===== src/rtl/phased_tx_pkg.sv =====
// Shared constants and state encoding for the phased transducer burst engine.
package phased_tx_pkg;

   localparam logic [7:0] ADDR_DUTY      = 8'h01;
   localparam logic [7:0] ADDR_BURST     = 8'h02;
   localparam logic [7:0] ADDR_CHAN_BASE = 8'h10;

   localparam int unsigned CHAN_EN_BIT  = 7;
   localparam int unsigned CHAN_INV_BIT = 6;

   typedef enum logic [1:0] {
      ST_IDLE = 2'd0,
      ST_RUN  = 2'd1,
      ST_TAIL = 2'd2
   } tx_state_e;

endpackage


===== src/rtl/phased_tx_channel.sv =====
// One transducer channel: active-window test and duty compare against the burst counter.
// PHASED_TX_INVERT_EN adds a per-channel polarity flip inside the active window.
module phased_tx_channel #(
   parameter int unsigned PHASE_BITS = 4,
   parameter int unsigned T_W        = 9
) (
   input  logic [T_W-1:0]        t,
   input  logic [T_W-1:0]        win_len,
   input  logic [PHASE_BITS:0]   duty,
   input  logic                  en,
   input  logic [PHASE_BITS-1:0] shift,
`ifdef PHASED_TX_INVERT_EN
   input  logic                  inv,
`endif
   output logic                  drive_c
);

   logic [T_W-1:0] rel;
   logic           active;
   logic           level;

   // rel is only meaningful once t has passed the shift, hence the explicit t >= shift term
   always_comb begin
      rel    = t - T_W'(shift);
      active = en && (t >= T_W'(shift)) && (rel < win_len);
      level  = {1'b0, rel[PHASE_BITS-1:0]} < duty;
`ifdef PHASED_TX_INVERT_EN
      drive_c = active & (level ^ inv);
`else
      drive_c = active & level;
`endif
   end

endmodule


===== src/rtl/phased_tx_engine.sv =====
// Phased-array burst generator: config registers, burst shadowing, IDLE/RUN/TAIL sequencing.
// Optional feature: define PHASED_TX_INVERT_EN for per-channel output inversion (chan bit6).
module phased_tx_engine #(
   parameter int unsigned N_CH       = 37,
   parameter int unsigned PHASE_BITS = 4,
   parameter int unsigned BURST_BITS = 4
) (
   input  logic            clk,
   input  logic            res_n,
   input  logic            tick,
   input  logic            start,
   input  logic            cfg_we,
   input  logic [7:0]      cfg_addr,
   input  logic [7:0]      cfg_wdata,
   output logic [N_CH-1:0] tx_out,
   output logic            busy,
   output logic            done
);
   import phased_tx_pkg::*;

   localparam int unsigned T_W    = PHASE_BITS + BURST_BITS + 1;
   localparam int unsigned DUTY_W = PHASE_BITS + 1;
   localparam int unsigned PERIOD = 1 << PHASE_BITS;

   // Live configuration
   logic [DUTY_W-1:0]     duty;
   logic [BURST_BITS-1:0] burst_len;
   logic [N_CH-1:0]       chan_en;
   logic [PHASE_BITS-1:0] chan_shift [N_CH];

   // Snapshot used by the burst in flight
   logic [DUTY_W-1:0]     sh_duty;
   logic [BURST_BITS-1:0] sh_burst;
   logic [N_CH-1:0]       sh_en;
   logic [PHASE_BITS-1:0] sh_shift [N_CH];

`ifdef PHASED_TX_INVERT_EN
   logic [N_CH-1:0]       chan_inv;
   logic [N_CH-1:0]       sh_inv;
`endif

   tx_state_e       state;
   logic [T_W-1:0]  t;
   logic [T_W-1:0]  win_len;
   logic [T_W-1:0]  run_last;
   logic [T_W-1:0]  tail_last;
   logic [N_CH-1:0] drive_c;
   logic            wdata_unused;

   assign wdata_unused = ^cfg_wdata;

   assign win_len   = T_W'(sh_burst) << PHASE_BITS;
   assign run_last  = win_len - T_W'(1);
   assign tail_last = win_len + T_W'(PERIOD - 1);

   // Configuration register file
   always_ff @(posedge clk or negedge res_n) begin
      if (!res_n) begin
         duty      <= '0;
         burst_len <= '0;
         chan_en   <= '0;
`ifdef PHASED_TX_INVERT_EN
         chan_inv  <= '0;
`endif
         for (int i = 0; i < int'(N_CH); i++) begin
            chan_shift[i] <= '0;
         end
      end else if (cfg_we) begin
         if (cfg_addr == ADDR_DUTY) begin
            duty <= DUTY_W'(cfg_wdata);
         end
         if (cfg_addr == ADDR_BURST) begin
            burst_len <= BURST_BITS'(cfg_wdata);
         end
         for (int i = 0; i < int'(N_CH); i++) begin
            if (cfg_addr == ADDR_CHAN_BASE + 8'(i)) begin
               chan_en[i]    <= cfg_wdata[CHAN_EN_BIT];
               chan_shift[i] <= PHASE_BITS'(cfg_wdata);
`ifdef PHASED_TX_INVERT_EN
               chan_inv[i]   <= cfg_wdata[CHAN_INV_BIT];
`endif
            end
         end
      end
   end

   for (genvar i = 0; i < int'(N_CH); i++) begin : g_ch
      phased_tx_channel #(
         .PHASE_BITS (PHASE_BITS),
         .T_W        (T_W)
      ) u_ch (
         .t       (t),
         .win_len (win_len),
         .duty    (sh_duty),
         .en      (sh_en[i]),
         .shift   (sh_shift[i]),
`ifdef PHASED_TX_INVERT_EN
         .inv     (sh_inv[i]),
`endif
         .drive_c (drive_c[i])
      );
   end

   // Burst sequencer; the shadow copy samples pre-write config when start and cfg_we coincide
   always_ff @(posedge clk or negedge res_n) begin
      if (!res_n) begin
         state    <= ST_IDLE;
         t        <= '0;
         tx_out   <= '0;
         busy     <= 1'b0;
         done     <= 1'b0;
         sh_duty  <= '0;
         sh_burst <= '0;
         sh_en    <= '0;
`ifdef PHASED_TX_INVERT_EN
         sh_inv   <= '0;
`endif
         for (int i = 0; i < int'(N_CH); i++) begin
            sh_shift[i] <= '0;
         end
      end else begin
         done <= 1'b0;
         case (state)
            ST_IDLE: begin
               if (start && (burst_len != '0)) begin
                  sh_duty  <= duty;
                  sh_burst <= burst_len;
                  sh_en    <= chan_en;
`ifdef PHASED_TX_INVERT_EN
                  sh_inv   <= chan_inv;
`endif
                  for (int i = 0; i < int'(N_CH); i++) begin
                     sh_shift[i] <= chan_shift[i];
                  end
                  t     <= '0;
                  busy  <= 1'b1;
                  state <= ST_RUN;
               end
            end
            ST_RUN: begin
               if (tick) begin
                  tx_out <= drive_c;
                  t      <= t + T_W'(1);
                  if (t == run_last) begin
                     state <= ST_TAIL;
                  end
               end
            end
            ST_TAIL: begin
               if (tick) begin
                  if (t == tail_last) begin
                     tx_out <= '0;
                     t      <= '0;
                     busy   <= 1'b0;
                     done   <= 1'b1;
                     state  <= ST_IDLE;
                  end else begin
                     tx_out <= drive_c;
                     t      <= t + T_W'(1);
                  end
               end
            end
            default: state <= ST_IDLE;
         endcase
      end
   end

endmodule


===== config.mk =====
export PLATFORM = sky130hd
export DESIGN_NAME = phased_tx_engine
export DESIGN_NICKNAME = d
export VERILOG_FILES = /design/src/rtl/phased_tx_pkg.sv /design/src/rtl/phased_tx_channel.sv /design/src/rtl/phased_tx_engine.sv
export SDC_FILE = /design/constraint.sdc
export NUM_CORES = 1
export LEC_CHECK = 0
export CORE_MARGIN = 10
export CORE_UTILIZATION = 58
export CTS_CLUSTER_SIZE = 10
export DETAILED_ROUTE_END_ITERATION = 10
export GPL_TIMING_DRIVEN = 0
export PLACE_DENSITY = 0.8
export RECOVER_POWER = 50
export SLEW_MARGIN = 10
export SYNTH_ARGS = -nofsm -noshare
export SYNTH_HDL_FRONTEND = slang
export SYNTH_SLANG_ARGS = --single-unit

===== constraint.sdc =====
create_clock -name clk -period 4.62 [get_ports clk]
set_input_delay 0.924 -clock clk [delete_from_list [all_inputs] [get_ports clk]]
set_output_delay 0.924 -clock clk [all_outputs]
set_load 0.01 [all_outputs]

==> flow_results.xml <==
<?xml version="1.0" encoding="UTF-8"?>
<metrics>
  <group name="timing">
    <metric name="setup_viol" unit="">0</metric>
    <metric name="finalWorstSetupSlack" unit="ns">0.331</metric>
    <metric name="maxSlewHeadroom" unit="%">-81.8</metric>
    <metric name="post-route-min-period" unit="ns">4.29</metric>
    <metric name="grt_setup_unrepaired" unit="">no</metric>
    <metric name="fmax" unit="MHz">233</metric>
    <metric name="tightestPinTransition" unit="ns">2.73</metric>
    <metric name="final_min_period_over_clock_period" unit="%">92.8</metric>
    <metric name="finalHoldViolations" unit="">0</metric>
    <metric name="worst_clock_skew" unit="ns">0.0106</metric>
    <metric name="final-max-slew-violation-count" unit="">46</metric>
    <metric name="finalHoldWorstSlack" unit="ns">0.473</metric>
  </group>
  <group name="clocking">
    <metric name="cts_tree" unit="">yes</metric>
    <metric name="cts_num_sinks" unit="">438</metric>
    <metric name="cts_setup_buffers" unit="">1</metric>
    <metric name="holdBufCountCts" unit="">0</metric>
    <metric name="cts.path.max_buffers" unit="">3</metric>
    <metric name="cts_buffers" unit="">52</metric>
    <metric name="clock_insertion_delay_worst_skew" unit="ns">0.60</metric>
    <metric name="cts-htree-levels" unit="">2</metric>
    <metric name="ctsRootBufferMaster" unit="">clkbuf_16</metric>
    <metric name="clkSlewWorstSetupHoldPaths" unit="ns">0.06</metric>
    <metric name="cts_repair_resize_count" unit="">0</metric>
  </group>
  <group name="pwr">
    <metric name="pwr_density_cell" unit="nW/um^2">458</metric>
    <metric name="vdd_drop_max" unit="mV">0.288</metric>
    <metric name="power_leakage" unit="uW">0.0164</metric>
  </group>
  <group name="grt">
    <metric name="first_global_vias" unit="">25600</metric>
    <metric name="antenna_violations_before_repair" unit="">4</metric>
    <metric name="grt_start_max_net_pins" unit="">99</metric>
    <metric name="grt_first_pass_wirelength" unit="mm">143</metric>
    <metric name="groute.usage.overall" unit="%">30.4</metric>
    <metric name="grt_remaining_overflow" unit="">0</metric>
  </group>
  <group name="synthesis">
    <metric name="synth_enable_flop_cells" unit="">0</metric>
    <metric name="postSynthAreaPerCell" unit="sq um">9.84</metric>
    <metric name="ys_warn_count" unit="">0</metric>
    <metric name="synthArstFlopShare" unit="%">100</metric>
    <metric name="synth_cell_types" unit="">52</metric>
    <metric name="synth_fp_nets" unit="">3491</metric>
    <metric name="yosys_register_bits" unit="">438</metric>
    <metric name="dominantRegCellSynth" unit="">dfrtp_1</metric>
    <metric name="syn_inst" unit="">3058</metric>
    <metric name="synth-seq-area-share" unit="%">36.4</metric>
    <metric name="mappedNetlistArea" unit="sq um">30100</metric>
  </group>
  <group name="routing">
    <metric name="antenna_violating_nets_post_route" unit="">0</metric>
    <metric name="totalWireLength" unit="mm">93.8</metric>
    <metric name="vias" unit="">24800</metric>
    <metric name="route.detailed.vias_per_inst" unit="">6.38</metric>
    <metric name="drc" unit="">1</metric>
    <metric name="first_drt_pass_iteration_count" unit="">9</metric>
    <metric name="drt_iter0_markers" unit="">2426</metric>
    <metric name="wire_per_inst" unit="um">24.2</metric>
  </group>
  <group name="worst_setup_path">
    <metric name="critical-path-slowest-cell" unit="">dfrtp_4</metric>
    <metric name="crit_path_cell_trace" unit="">clkinvlp_4 -&gt; buf_12 -&gt; buf_12 -&gt; fa_1 -&gt; inv_1 -&gt; a21oi_1 -&gt; o21bai_1 -&gt; nor2_1 -&gt; xor2_1 -&gt; ha_1 -&gt; o21a_1 -&gt; o21ai_0 -&gt; nor2_1 -&gt; o21bai_1 -&gt; o211ai_1 -&gt; o31ai_2</metric>
    <metric name="setup.worst_path.start_class" unit="">flip-flop</metric>
    <metric name="worst_setup_path_type" unit="">flip-flop to flip-flop</metric>
    <metric name="crit_family" unit="">compound AO/OA/AOI/OAI gates</metric>
    <metric name="r2r_start" unit="">t[1]$_DFFE_PN0P_</metric>
    <metric name="slowest_delay" unit="ns">1.03</metric>
    <metric name="worst-path-buf-inv" unit="">4</metric>
    <metric name="worst_ep_required" unit="ns">5.13</metric>
    <metric name="crit-reg2reg-capture" unit="">tx_out[36]$_DFFE_PN0P_</metric>
    <metric name="rr_worst_depth" unit="">16</metric>
    <metric name="critPathMaxFanout" unit="">41</metric>
    <metric name="cp-end-kind" unit="">flip-flop</metric>
    <metric name="r2r_slack" unit="ns">0.33</metric>
    <metric name="crit_arrival" unit="ns">4.80</metric>
  </group>
  <group name="run">
    <metric name="cap_violations" unit="">1</metric>
  </group>
  <group name="place">
    <metric name="gp_congestion" unit="">0.957</metric>
    <metric name="worst_slack_after_detailed_placement" unit="ns">-0.363</metric>
    <metric name="placedCellCount" unit="">3804</metric>
    <metric name="port_buffers" unit="">50</metric>
    <metric name="place.detailed.hpwl" unit="mm">64.6</metric>
  </group>
  <group name="floorplan">
    <metric name="die-area" unit="sq um">61400</metric>
    <metric name="initial_utilization" unit="%">58.7</metric>
    <metric name="rows" unit="">83</metric>
    <metric name="fp.dieW" unit="um">248</metric>
    <metric name="pin_count" unit="">60</metric>
    <metric name="total_core_area" unit="sq um">51300</metric>
    <metric name="die_height" unit="um">248</metric>
  </group>
  <group name="finish">
    <metric name="layout.nets" unit="">3612</metric>
    <metric name="post_route_cells_drive_above_1_share" unit="%">12.2</metric>
    <metric name="nFillCells" unit="">3969</metric>
    <metric name="final_util" unit="%">64.8</metric>
    <metric name="areaGrowthSynthToFinish" unit="%">10.5</metric>
    <metric name="finished_layout_cells" unit="">3879</metric>
  </group>
  <group name="hold_path">
    <metric name="hold_path_end" unit="">sh_shift[29]$_DFFE_PN0P_</metric>
    <metric name="hold_depth" unit="">2</metric>
    <metric name="holdCritStartpoint" unit="">chan_shift[29]$_DFFE_PN0P_</metric>
    <metric name="hold_path_class" unit="">flip-flop to flip-flop</metric>
  </group>
  <group name="outcome">
    <metric name="failing_checks" unit="">design-rule violations, max-capacitance violations, max-slew violations</metric>
    <metric name="outcome" unit="">finished, violations left</metric>
  </group>
</metrics>
## worst min-delay path: stages (launching register included)
cell and delay (ns):
dfrtp_1 0.33, nand2_1 0.05, o21ai_0 0.06
## Yosys cell counts, types with 6 or more instances
| library cell | n | share of area (%) |
|---|---|---|
| dfrtp_1 | 438 | 36 |
| ha_1 | 375 | 16 |
| nor2_1 | 320 | 4.0 |
| mux2_2 | 271 | 10 |
| o21ai_0 | 231 | 3.8 |
| nand2_1 | 230 | 2.9 |
| inv_1 | 202 | 2.5 |
| xor2_1 | 144 | 4.2 |
| clkbuf_1 | 92 | 1.1 |
| xnor2_1 | 84 | 2.4 |
| a21oi_1 | 81 | 1.3 |
| nand2b_1 | 80 | 1.7 |
| nand3_1 | 43 | 0.72 |
| a21boi_0 | 42 | 1.0 |
| nand4_1 | 39 | 0.81 |
| nor2b_1 | 39 | 0.81 |
| o21a_1 | 38 | 0.95 |
| fa_1 | 37 | 2.5 |
| mux2i_1 | 37 | 1.2 |
| o41ai_1 | 37 | 1.1 |
| a211oi_1 | 34 | 0.85 |
| a21o_1 | 33 | 0.82 |
| o311ai_0 | 32 | 0.93 |
| buf_1 | 15 | 0.19 |
| buf_2 | 14 | 0.23 |
| and3_1 | 8 | 0.17 |
| o21bai_1 | 7 | 0.17 |
| nor3_1 | 6 | 0.10 |
| o21ai_1 | 6 | 0.10 |
## placed cells by master, fill, tap and decap left out, types with 33 or more instances in the layout
master       n
nand4_1     39
nand2b_1    80
inv_1      194
nand3_1     43
clkbuf_1   102
nor2b_1     39
xnor2_1     84
dfrtp_1    435
xor2_1     144
a21boi_0    42
clkbuf_16   53
ha_1       375
fa_1        37
nor2_1     320
a21o_1      33
a21oi_1     81
mux2i_1     37
nand2_1    230
o21ai_0    231
o41ai_1     37
mux2_2     271
a211oi_1    34
o21a_1      38
## registers in the layout, summed over array words and instances (netlist names)
register    count
duty            5
sh_shift      148
chan_en        37
sh_en          37
done            1
sh_duty         5
t               9
state           2
sh_burst        4
burst_len       4
tx_out         37
chan_shift    148
busy            1
## how the worst max path moves through the flow
stage,slack [ns],start,cells past startpoint,to
finish,0.33,t[1]$_DFFE_PN0P_,16,tx_out[36]$_DFFE_PN0P_
global route,0.15,t[1]$_DFFE_PN0P_,16,tx_out[36]$_DFFE_PN0P_
CTS,0.44,t[1]$_DFFE_PN0P_,16,tx_out[36]$_DFFE_PN0P_
detailed placement,-0.36,t[1]$_DFFE_PN0P_,16,tx_out[36]$_DFFE_PN0P_
global placement,-17.85,res_n,1,t[1]$_DFFE_PN0P_
floorplan,0.33,t[1]$_DFFE_PN0P_,14,tx_out[36]$_DFFE_PN0P_
## cell families after synthesis
kind of cell | Yosys count | share of synthesized area, %
muxes | 308 | 11.4
adders and majority gates | 412 | 18.1
AOI/OAI and AO/OA | 555 | 11.5
DFF | 438 | 36.4
and+or+nand+nor | 786 | 11.6
buffers and inverters | 330 | 4.31
xor gates and xnor gates | 229 | 6.69
## through the flow
step	instance area [sq um]	total power [uW]	TNS, ns
2_1_floorplan	30100	9250	0
3_3_place_gp	31400	10700	-7143.53
3_5_place_dp	31800	11300	-1.43
4_1_cts	33300	15000	0
5_1_grt	33300	16100	0
6_report	33300	15200	0
## per-layer routing
metal  vias to the layer above  track usage [%]  part of all wire, %
met2                      1365             49.7                   46
met1                     12200             36.2                   38
li1                      10800                -                    -
met4                         2             17.1                  5.9
met3                       410             7.53                   10
met5                         -                0                0.012
## report_power, final
group	total (uW)	internal (uW)	switching (uW)
logic	7350	2900	4460
registers	4170	3940	229
clock network	3730	2120	1610
## area by class of cell
type	instances	area, sq um	area share, %
Antenna cell	3	7.51	0.0226
Buffer	128	539	1.62
Clock buffer	67	1430	4.30
Clock inverter	4	22.5	0.0677
Inverter	202	762	2.29
Multi-Input combinational cell	2290	17800	53.6
Sequential cell	438	11000	33.0
Tap cell	680	851	2.56
Timing Repair Buffer	67	851	2.56
(Power assumes the default switching activity.)
